<file path="src/rtl/csr_issue_pkg.sv">
// rtl/csr_issue_pkg.sv - shared types, bypass tag constant and gray helper for the CSR issue queue
package csr_issue_pkg;

    localparam int PKT_INSN_W = 113;
    localparam int PKT_DATA_W = 32;
    localparam int PKT_DEP_W  = 4;

    typedef struct packed {
        logic [PKT_INSN_W-1:0] insn;
        logic [PKT_DATA_W-1:0] operand;
    } csr_packet_t;

    // A dependency tag of all ones means the operand comes from the bypass buffer
    localparam logic [PKT_DEP_W-1:0] DEP_BYPASS = '1;

    function automatic logic [31:0] bin2gray(input logic [31:0] b);
        return b ^ (b >> 1);
    endfunction

endpackage

</file>
<file path="src/rtl/csr_issue_queue_if.sv">
// rtl/csr_issue_queue_if.sv - producer, operand lookup and execute handshake bundle
interface csr_issue_queue_if #(
    parameter int DEPTH  = 16,
    parameter int INSN_W = 113,
    parameter int DATA_W = 32,
    parameter int DEP_W  = 4
);
    localparam int CW = $clog2(DEPTH) + 1;

    logic                     i_flush;
    logic                     i_is_first;
    logic                     i_drive_issue_1;
    logic [INSN_W-1:0]        i_insn_issue;
    logic                     o_free_issue_1;
    logic                     i_drive_wb_1;
    logic [INSN_W-1:0]        i_insn_wb;
    logic                     o_free_wb_1;
    logic [INSN_W-1:0]        o_head_insn;
    logic                     i_rs1_valid_1;
    logic [DATA_W-1:0]        i_imm;
    logic [DEP_W-1:0]         i_dep;
    logic [DATA_W-1:0]        i_operand_bypass;
    logic [DATA_W-1:0]        i_operand_grf;
    logic                     o_drive_exe_1;
    logic [INSN_W+DATA_W-1:0] o_packet;
    logic                     i_free_exe_1;
    logic [CW-1:0]            o_count;
    logic [CW-1:0]            o_count_gray;
    logic                     o_empty;
    logic                     o_full;

    modport master (
        output i_flush, i_is_first, i_drive_issue_1, i_insn_issue, i_drive_wb_1, i_insn_wb,
               i_rs1_valid_1, i_imm, i_dep, i_operand_bypass, i_operand_grf, i_free_exe_1,
        input  o_free_issue_1, o_free_wb_1, o_head_insn, o_drive_exe_1, o_packet,
               o_count, o_count_gray, o_empty, o_full
    );

    modport slave (
        input  i_flush, i_is_first, i_drive_issue_1, i_insn_issue, i_drive_wb_1, i_insn_wb,
               i_rs1_valid_1, i_imm, i_dep, i_operand_bypass, i_operand_grf, i_free_exe_1,
        output o_free_issue_1, o_free_wb_1, o_head_insn, o_drive_exe_1, o_packet,
               o_count, o_count_gray, o_empty, o_full
    );

endinterface

</file>
<file path="src/rtl/csr_issue_ram.sv">
// rtl/csr_issue_ram.sv - DEPTH x INSN_W storage, synchronous write, combinational read, no reset
module csr_issue_ram #(
    parameter int DEPTH  = 16,
    parameter int INSN_W = 113,
    localparam int AW    = $clog2(DEPTH)
) (
    input  logic              clk,
    input  logic              we,
    input  logic [AW-1:0]     waddr,
    input  logic [INSN_W-1:0] wdata,
    input  logic [AW-1:0]     raddr,
    output logic [INSN_W-1:0] rdata
);

    logic [INSN_W-1:0] mem [DEPTH];

    always_ff @(posedge clk) begin
        if (we) begin
            mem[waddr] <= wdata;
        end
    end

    assign rdata = mem[raddr];

endmodule

</file>
<file path="src/rtl/csr_issue_queue.sv">
// rtl/csr_issue_queue.sv - dual-source CSR issue FIFO with registered execute packet
// Optional feature macro: CSR_ISSUE_BYPASS_EN (adds bypass-buffer operand forwarding).
module csr_issue_queue
    import csr_issue_pkg::*;
#(
    parameter int DEPTH  = 16,
    parameter int INSN_W = 113,
    parameter int DATA_W = 32,
    parameter int DEP_W  = 4
) (
    input logic            clk,
    input logic            rstn,
    csr_issue_queue_if.slave bus
);

    localparam int AW = $clog2(DEPTH);
    localparam int CW = AW + 1;

    logic [CW-1:0]            wr_ptr;
    logic [CW-1:0]            rd_ptr;
    logic [CW-1:0]            count;
    logic                     empty;
    logic                     full;
    logic                     permit_issue;
    logic                     permit_wb;
    logic                     free_issue;
    logic                     free_wb;
    logic                     enq;
    logic                     load;
    logic [INSN_W-1:0]        wdata;
    logic [INSN_W-1:0]        ram_rdata;
    logic [INSN_W-1:0]        head;
    logic [DATA_W-1:0]        operand;
    logic                     use_bypass;
    logic                     drive_exe;
    logic [INSN_W+DATA_W-1:0] packet;

    assign count = wr_ptr - rd_ptr;
    assign empty = (wr_ptr == rd_ptr);
    assign full  = (wr_ptr[AW] != rd_ptr[AW]) && (wr_ptr[AW-1:0] == rd_ptr[AW-1:0]);

    // Program order: issue stage owns the slot when the queue is empty or it is next in order
    assign permit_issue = empty | bus.i_is_first;
    assign permit_wb    = ~(empty | bus.i_is_first);

    assign free_issue = bus.i_drive_issue_1 & permit_issue & ~full & ~bus.i_flush;
    assign free_wb    = bus.i_drive_wb_1 & permit_wb & ~full & ~bus.i_flush;
    assign enq        = free_issue | free_wb;
    assign wdata      = free_issue ? bus.i_insn_issue : bus.i_insn_wb;

    assign load = ~empty & (~drive_exe | bus.i_free_exe_1) & ~bus.i_flush;

    csr_issue_ram #(
        .DEPTH  (DEPTH),
        .INSN_W (INSN_W)
    ) u_ram (
        .clk    (clk),
        .we     (enq),
        .waddr  (wr_ptr[AW-1:0]),
        .wdata  (wdata),
        .raddr  (rd_ptr[AW-1:0]),
        .rdata  (ram_rdata)
    );

    assign head = empty ? '0 : ram_rdata;

`ifdef CSR_ISSUE_BYPASS_EN
    assign use_bypass = &bus.i_dep;
`else
    logic unused_bypass;
    assign unused_bypass = ^{bus.i_dep, bus.i_operand_bypass};
    assign use_bypass    = 1'b0;
`endif

    always_comb begin
        operand = bus.i_operand_grf;
        if (!bus.i_rs1_valid_1) begin
            operand = bus.i_imm;
        end else if (use_bypass) begin
            operand = bus.i_operand_bypass;
        end
    end

    always_ff @(posedge clk or negedge rstn) begin
        if (!rstn) begin
            wr_ptr    <= '0;
            rd_ptr    <= '0;
            drive_exe <= 1'b0;
            packet    <= '0;
        end else if (bus.i_flush) begin
            wr_ptr    <= '0;
            rd_ptr    <= '0;
            drive_exe <= 1'b0;
        end else begin
            if (enq) begin
                wr_ptr <= wr_ptr + 1'b1;
            end
            if (load) begin
                rd_ptr    <= rd_ptr + 1'b1;
                drive_exe <= 1'b1;
                packet    <= {head, operand};
            end else if (bus.i_free_exe_1) begin
                drive_exe <= 1'b0;
            end
        end
    end

    assign bus.o_free_issue_1 = free_issue;
    assign bus.o_free_wb_1    = free_wb;
    assign bus.o_head_insn    = head;
    assign bus.o_drive_exe_1  = drive_exe;
    assign bus.o_packet       = packet;
    assign bus.o_count        = count;
    assign bus.o_count_gray   = CW'(bin2gray(32'(count)));
    assign bus.o_empty        = empty;
    assign bus.o_full         = full;

endmodule

</file>
<file path="src/flat_wrapper.sv">
// flat-port wrapper written by rule: the top's interface ports become plain ports
module csr_issue_queue_flat import csr_issue_pkg::*;
#(
    parameter int DEPTH  = 16,
    parameter int INSN_W = 113,
    parameter int DATA_W = 32,
    parameter int DEP_W  = 4
)
  (clk, rstn, bus_i_flush, bus_i_is_first, bus_i_drive_issue_1, bus_i_insn_issue, bus_i_drive_wb_1, bus_i_insn_wb, bus_i_rs1_valid_1, bus_i_imm, bus_i_dep, bus_i_operand_bypass, bus_i_operand_grf, bus_i_free_exe_1, bus_o_free_issue_1, bus_o_free_wb_1, bus_o_head_insn, bus_o_drive_exe_1, bus_o_packet, bus_o_count, bus_o_count_gray, bus_o_empty, bus_o_full);
  csr_issue_queue_if #(.DEPTH(DEPTH), .INSN_W(INSN_W), .DATA_W(DATA_W), .DEP_W(DEP_W)) bus_i ();
  input logic clk;
  input logic rstn;
  input wire logic [$bits(bus_i.i_flush)-1:0] bus_i_flush;
  input wire logic [$bits(bus_i.i_is_first)-1:0] bus_i_is_first;
  input wire logic [$bits(bus_i.i_drive_issue_1)-1:0] bus_i_drive_issue_1;
  input wire logic [$bits(bus_i.i_insn_issue)-1:0] bus_i_insn_issue;
  input wire logic [$bits(bus_i.i_drive_wb_1)-1:0] bus_i_drive_wb_1;
  input wire logic [$bits(bus_i.i_insn_wb)-1:0] bus_i_insn_wb;
  input wire logic [$bits(bus_i.i_rs1_valid_1)-1:0] bus_i_rs1_valid_1;
  input wire logic [$bits(bus_i.i_imm)-1:0] bus_i_imm;
  input wire logic [$bits(bus_i.i_dep)-1:0] bus_i_dep;
  input wire logic [$bits(bus_i.i_operand_bypass)-1:0] bus_i_operand_bypass;
  input wire logic [$bits(bus_i.i_operand_grf)-1:0] bus_i_operand_grf;
  input wire logic [$bits(bus_i.i_free_exe_1)-1:0] bus_i_free_exe_1;
  output wire logic [$bits(bus_i.o_free_issue_1)-1:0] bus_o_free_issue_1;
  output wire logic [$bits(bus_i.o_free_wb_1)-1:0] bus_o_free_wb_1;
  output wire logic [$bits(bus_i.o_head_insn)-1:0] bus_o_head_insn;
  output wire logic [$bits(bus_i.o_drive_exe_1)-1:0] bus_o_drive_exe_1;
  output wire logic [$bits(bus_i.o_packet)-1:0] bus_o_packet;
  output wire logic [$bits(bus_i.o_count)-1:0] bus_o_count;
  output wire logic [$bits(bus_i.o_count_gray)-1:0] bus_o_count_gray;
  output wire logic [$bits(bus_i.o_empty)-1:0] bus_o_empty;
  output wire logic [$bits(bus_i.o_full)-1:0] bus_o_full;
  assign bus_i.i_flush = bus_i_flush;
  assign bus_i.i_is_first = bus_i_is_first;
  assign bus_i.i_drive_issue_1 = bus_i_drive_issue_1;
  assign bus_i.i_insn_issue = bus_i_insn_issue;
  assign bus_i.i_drive_wb_1 = bus_i_drive_wb_1;
  assign bus_i.i_insn_wb = bus_i_insn_wb;
  assign bus_i.i_rs1_valid_1 = bus_i_rs1_valid_1;
  assign bus_i.i_imm = bus_i_imm;
  assign bus_i.i_dep = bus_i_dep;
  assign bus_i.i_operand_bypass = bus_i_operand_bypass;
  assign bus_i.i_operand_grf = bus_i_operand_grf;
  assign bus_i.i_free_exe_1 = bus_i_free_exe_1;
  assign bus_o_free_issue_1 = bus_i.o_free_issue_1;
  assign bus_o_free_wb_1 = bus_i.o_free_wb_1;
  assign bus_o_head_insn = bus_i.o_head_insn;
  assign bus_o_drive_exe_1 = bus_i.o_drive_exe_1;
  assign bus_o_packet = bus_i.o_packet;
  assign bus_o_count = bus_i.o_count;
  assign bus_o_count_gray = bus_i.o_count_gray;
  assign bus_o_empty = bus_i.o_empty;
  assign bus_o_full = bus_i.o_full;
  csr_issue_queue #(.DEPTH(DEPTH), .INSN_W(INSN_W), .DATA_W(DATA_W), .DEP_W(DEP_W)) u_core (.clk(clk), .rstn(rstn), .bus(bus_i));
endmodule
</file>
<file path="config.mk">
export PLATFORM = sky130hd
export DESIGN_NAME = csr_issue_queue_flat
export DESIGN_NICKNAME = d
export VERILOG_FILES = /design/src/rtl/csr_issue_pkg.sv /design/src/rtl/csr_issue_queue_if.sv /design/src/rtl/csr_issue_ram.sv /design/src/rtl/csr_issue_queue.sv /design/src/flat_wrapper.sv
export SDC_FILE = /design/constraint.sdc
export NUM_CORES = 2
export LEC_CHECK = 0
export BUFFER_PORTS_ARGS = -buffer_cell sky130_fd_sc_hd__buf_2
export CAP_MARGIN = 20
export CORE_MARGIN = 2
export CORE_UTILIZATION = 30
export DETAILED_ROUTE_END_ITERATION = 8
export GPL_ROUTABILITY_DRIVEN = 0
export GPL_TIMING_DRIVEN = 1
export PLACE_DENSITY = 0.46
export SYNTH_ARGS = -nofsm -noshare
export SYNTH_HDL_FRONTEND = slang
export SYNTH_HIERARCHICAL = 1
export SYNTH_SLANG_ARGS = --single-unit
</file>
<file path="constraint.sdc">
create_clock -name clk -period 26.1 [get_ports clk]
set_input_delay 3.915 -clock clk [delete_from_list [all_inputs] [get_ports clk]]
set_output_delay 3.915 -clock clk [all_outputs]
set_load 0.01 [all_outputs]
</file>
Word level (Yosys, flattened, before mapping)
Memories as Yosys holds them, arrays and structs flattened.
Index checks and enable logic that the tools add are counted.
- bits in registers: 156
- latch bits: 0
- RAM bits: 1808
- memory bits (read-only): 0
- input port bits: 334
- output and inout bits: 273
- logic and storage cells: 45
- memories kept: 1
- add/sub/neg operators: 3
- multipliers: 0
- divide/modulo/power cells: 0
- magnitude comparators: 0
- equality and inequality tests: 3
- shift-type cells: 0
- multiplexer cells: 12
- bitwise operators: 17
- reduce and logical (&&, ||, !) cells: 5
- memories (name ; words ; width ; rd ports ; clocked after memory_dff ; wr ports ; line ; text):
    u_core.u_ram.mem ; 16 ; 113 ; 1 ; 0 ; 1 ; csr_issue_ram.sv:15 ; logic [INSN_W-1:0] mem [DEPTH];
- operators by type and width (cell ; number):
    113-bit two-way mux ; 2
    32-bit two-way mux ; 1
    5-bit two-way mux ; 4
    5-bit by 1-bit adder with 5-bit output (second input constant) ; 2
    1-bit AND ; 8
    5-bit == test ; 1
    1-bit two-way mux ; 5
    1-bit inverter ; 5
    5-bit subtractor ; 1
    5-bit by 4-bit XOR with 5-bit output ; 1
    4-bit == test ; 1
    2-bit nonzero test ; 2
    1-bit OR ; 3
    3-bit nonzero test ; 1
    2-bit AND reduction ; 1
    1-bit logical AND ; 1
    1-bit != test ; 1

Logic depth before layout (Yosys ltp)
- depth after elaboration: 9
- gate-level depth with buffers: 8

By module
The synthesis kept the hierarchy.
- modules (own cells, without submodules) (module ; instances ; cells an instance ; area each (um2) ; sequential area each (um2)):
    csr_issue_ram ; 1 ; 2777 ; 67521.0 ; 54292.1
    csr_issue_queue ; 1 ; 722 ; 8615.8 ; 3903.7

Least setup slack after synthesis
No wires, ideal clock.
- path type: input-to-reg
- start point: input port bus_i_flush
- end point: memory u_core.u_ram.mem[0][0], enable pin
- library setup time: 723 ps
- data arrival time: 12687 ps
- required time: 25377 ps
- path slack: 12690 ps
- stages: 5
- buffers on the path: 2
- cells stage by stage: clkbuf_1 > clkbuf_1 > a21oi_1 > or3b_2 > nor3_1
- word-level cells in the longest chain between the ends: 5
- elaborated cells between the ends (all ways): 6
- those cells by class: mux: 2; bitwise: 4
- RTL lines (element ; line ; text):
    start: declaration ; flat_wrapper.sv:13 ; input wire logic [$bits(bus_i.i_flush)-1:0] bus_i_flush;
    1-bit inverter (no line) (*) ; n/a ;
    1-bit AND (on tied branches) ; csr_issue_queue.sv:46, csr_issue_queue.sv:47 ;
    1-bit OR (*) ; csr_issue_queue.sv:48 ; assign enq = free_issue | free_wb;
    named net u_core.enq ; csr_issue_queue.sv:28 ; logic enq;
    1-bit two-way mux (*) ; csr_issue_ram.sv:18 ; if (we) begin
    1-bit two-way mux (not written as such) (*) ; csr_issue_ram.sv:19 ; mem[waddr] <= wdata;
    end: declaration ; csr_issue_ram.sv:15 ;
The timed path passes the listed nets; every way through them passes the cells marked *.

Worst setup path after layout
- start point: register u_core.rd_ptr[0]
- end point: output port bus_o_head_insn[91]
- word-level cells in the longest chain between the ends: 2
- elaborated cells between the ends (all ways): 3
- those cells by class: eq/ne: 1; mux: 1; memory: 1
- RTL lines (element ; line ; text):
    start: declaration ; csr_issue_queue.sv:20 ; logic [CW-1:0] rd_ptr;
    start signal: assignment ; csr_issue_queue.sv:99 ; rd_ptr <= rd_ptr + 1'b1;
    memory read 16 x 113 bit ; n/a ;
    named net u_core.ram_rdata[91] ; csr_issue_queue.sv:31 ; logic [INSN_W-1:0] ram_rdata;
    113-bit two-way mux ; csr_issue_queue.sv:65 ; assign head = empty ? '0 : ram_rdata;
    end: declaration ; flat_wrapper.sv:27 ; output wire logic [$bits(bus_i.o_head_insn)-1:0] bus_o_head_insn;
The timed path passes the listed nets, and every way through them passes these cells.

==> impl_metrics.tcl <==
set metrics [dict create \
    status "finished, final reports clean" \
    worst_setup_path_start_kind "flop" \
    drc 0 \
    hold_depth 1 \
    tightest_slew_ns 1.08 \
    holdCritStartpoint "u_core/bus.o_packet[97]" \
    hp-class "reg2reg" \
    synth_edf_count 1808 \
    r2r_cells 9 \
    routed_wl_um 204000 \
    synth_top_area_cell "edfxtp_1" \
    via_count 37536 \
    cp_num_buf_inv 5 \
    drv_cap 0 \
    use_met1 0.225 \
    cts_hold_buf 0 \
    crit_fanout 84 \
    p_sw_frac 0.304 \
    reg2reg_slack_ns 20.45 \
    fin_skew_ns 0.0533 \
    synth_cells 3499 \
    yosys_warnings 6 \
    io_pins 607 \
    place_area_mm2 0.0830 \
    final_cells 7716 \
    power_switching_mw 2.93 \
    arrival_ns 6.04 \
    critPathTopFamily "buffers and inverters" \
    grt_overflow 0 \
    leakage_nw 29.4 \
    final-setup-viol-count 0 \
    cp.depth 9 \
    min_to "u_core/bus.o_packet[97]" \
    busiest_layer "met2" \
    met2_usage 0.249 \
    synth_nets 3840 \
    synth_ff_type "edfxtp_1" \
    htreeDepth 4 \
    chipWidth_um 508 \
    fin_tns_setup_ns 0 \
    end_kind "primary output" \
    slew_headroom 0.278 \
    drt_iter0_drc 3189 \
    p_int_mw 6.72 \
    first_pass_iters 5 \
    syn_avg_cell_area_um2 21.8 \
    root_buffer "clkbuf_16" \
    grt_pass1_vias 39650 \
    slowest_delay_ns 0.88 \
    grt_use_total 0.156 \
    seqPwrFrac 0.404 \
    r2r-end "u_core/u_ram/mem[3][71]" \
    fin_crit_sh 0.382 \
    final_nets 4513 \
    synth_area_mm2 0.0761 \
    ys_seq_area_frac 0.764 \
    clkPwrFrac 0.315 \
    dieArea_mm2 0.258 \
    grt_antenna_before_repair 6 \
    cts.clk_slew.worst_paths_ns 0.06 \
    postCtsSetupBuffers 0 \
    post-route-min-period_ns 9.96 \
    slew_violations 0 \
    post_cts_resized 0 \
    ant_nets 0 \
    rsz0062_at_grt "no" \
    grt_max_degree 143 \
    hpwl_um 110000 \
    placed_cells 7303 \
    cts_tree "done" \
    wl_per_cell_um 26.5 \
    clk_path_buf_depth 3 \
    peakVddDrop_uv 81.6 \
    fmax_mhz 100 \
    grt_util_met3 0.0249 \
    synth_area_leaders "edfxtp_1 71%, mux4_2 13%, dfrtp_1 5.1%, mux2_2 2.5%, a22oi_1 2.2%" \
    fin_hold_ws_ns 0.499 \
    r2r_start "u_core/rd_ptr[1]" \
    crit_top_cell "buf_4" \
    final_util 0.358 \
    crit_slowest_cell "buf_4" \
    p_per_area_mw_per_mm2 107 \
    path_cells "buf_4 -> buf_4 -> buf_12 -> buf_4 -> mux4_2 -> a22oi_1 -> nand2_1 -> nor2b_1 -> buf_2" \
    synth.most_common_cell "edfxtp_1" \
    final_area_mm2 0.0902 \
    critPathKind "reg2out" \
    hold_violations 0 \
    syn2layout_area_growth_pct 18.5 \
    grt_pass1_wl_um 289000 \
    drive_above_1_share 0.374 \
    coreArea_mm2 0.252 \
    postSynth.asyncResetShare 0.0794 \
    start_util 0.302 \
    cts_sinks 1964 \
    ys_seq_elements 1964 \
    synth.distinct_cells 41 \
    synth_common_cells "1,808 x edfxtp_1, 452 x mux4_2, 226 x a22oi_1, 170 x mux2_2, 156 x dfrtp_1" \
    fillCellCount 23478 \
    port_buffers 570 \
    clk_latency_ns 0.87 \
    num_rows 184 \
    combPwrFrac 0.281 \
    yosysTopAreaCellShare 0.713 \
    worst_ep_required_time_ns 22.18 \
    die_h_um 508 \
    cts_buffers 214 \
    viasPerCell 4.86 \
]
through the flow:
stage	worst slack, ns	power (mW)
after floorplan	12.69	5.76
after global placement	16.75	6.73
after detailed placement	16.76	6.75
after CTS	15.82	9.83
after global routing	15.47	10.1
final	16.14	9.65
sequential cells by signal, summed over array words and instances, names as in the netlist:
register and count:
u_core/rd_ptr 5, u_core/wr_ptr 5, u_core/u_ram/mem 1808, u_core/bus.o_drive_exe_1 1, u_core/bus.o_packet 145
routing by layer:
layer	share of wire	routed length (um)	up-vias
li1	-	-	15940
met1	0.47	95600	20284
met2	0.47	95000	1084
met3	0.050	10200	228
met4	0.017	3420	0
met5	0	0	-
power groups by stage:
stage	clock [mW]	combinational (mW)	sequential [mW]
6_report	3.04	2.71	3.90
5_1_grt	3.25	2.96	3.93
4_1_cts	3.13	2.79	3.90
3_3_place_gp	0	2.78	3.96
2_1_floorplan	0	1.75	4.01
3_5_place_dp	0	2.79	3.97
final cells by class:
cell class	count	area [um^2]	area share
well taps	3348	4190	0.0464
flip-flops and latches	1964	58200	0.645
clock buffers	268	5720	0.0634
multi-input cells	1326	17000	0.188
clock inverters	133	1420	0.0157
inverters	8	30.0	0.000333
diodes	11	27.5	0.000305
repair buffers	658	3630	0.0402
cells by family after synthesis:
logic type                 after synthesis  share of synthesized area
xor gates and xnor gates                11                    0.00163
and+or+nand+nor                        316                     0.0204
muxes                                  715                      0.172
DFF                                   1964                      0.764
AOI/OAI and AO/OA                      277                     0.0260
adders and majority gates                7                    0.00125
buffers and inverters                  209                     0.0144
worst max-delay path by stage:
stage	from	end
after CTS	u_core/rd_ptr[0]	bus_o_head_insn[91]
after global routing	u_core/rd_ptr[0]	bus_o_head_insn[93]
after floorplan	bus_i_flush	u_core/u_ram/mem[0][0]
final	u_core/rd_ptr[0]	bus_o_head_insn[91]
after global placement	u_core/rd_ptr[0]	bus_o_head_insn[68]
after detailed placement	u_core/rd_ptr[0]	bus_o_head_insn[91]
cell usage in the layout, fill, tap and decap left out, types with 6 or more instances in the layout:
cell type / instances
edfxtp_1: 1808
buf_2: 569
mux4_2: 452
a22oi_1: 226
clkbuf_16: 216
mux2_2: 170
dfrtp_1: 154
nor2b_1: 117
nand2_1: 116
buf_4: 81
mux2_1: 59
clkinv_2: 43
a21oi_1: 41
nor2_1: 41
clkbuf_1: 40
clkinv_1: 38
mux2i_1: 34
bufinv_16: 20
nor2_4: 14
clkbuf_8: 12
diode_2: 11
clkinvlp_4: 8
inv_1: 8
xnor2_1: 7
clkinv_16: 6
clkinv_4: 6
nand3_1: 6
ha_1: 6
No activity file was read; power rests on OpenSTA's default activity.
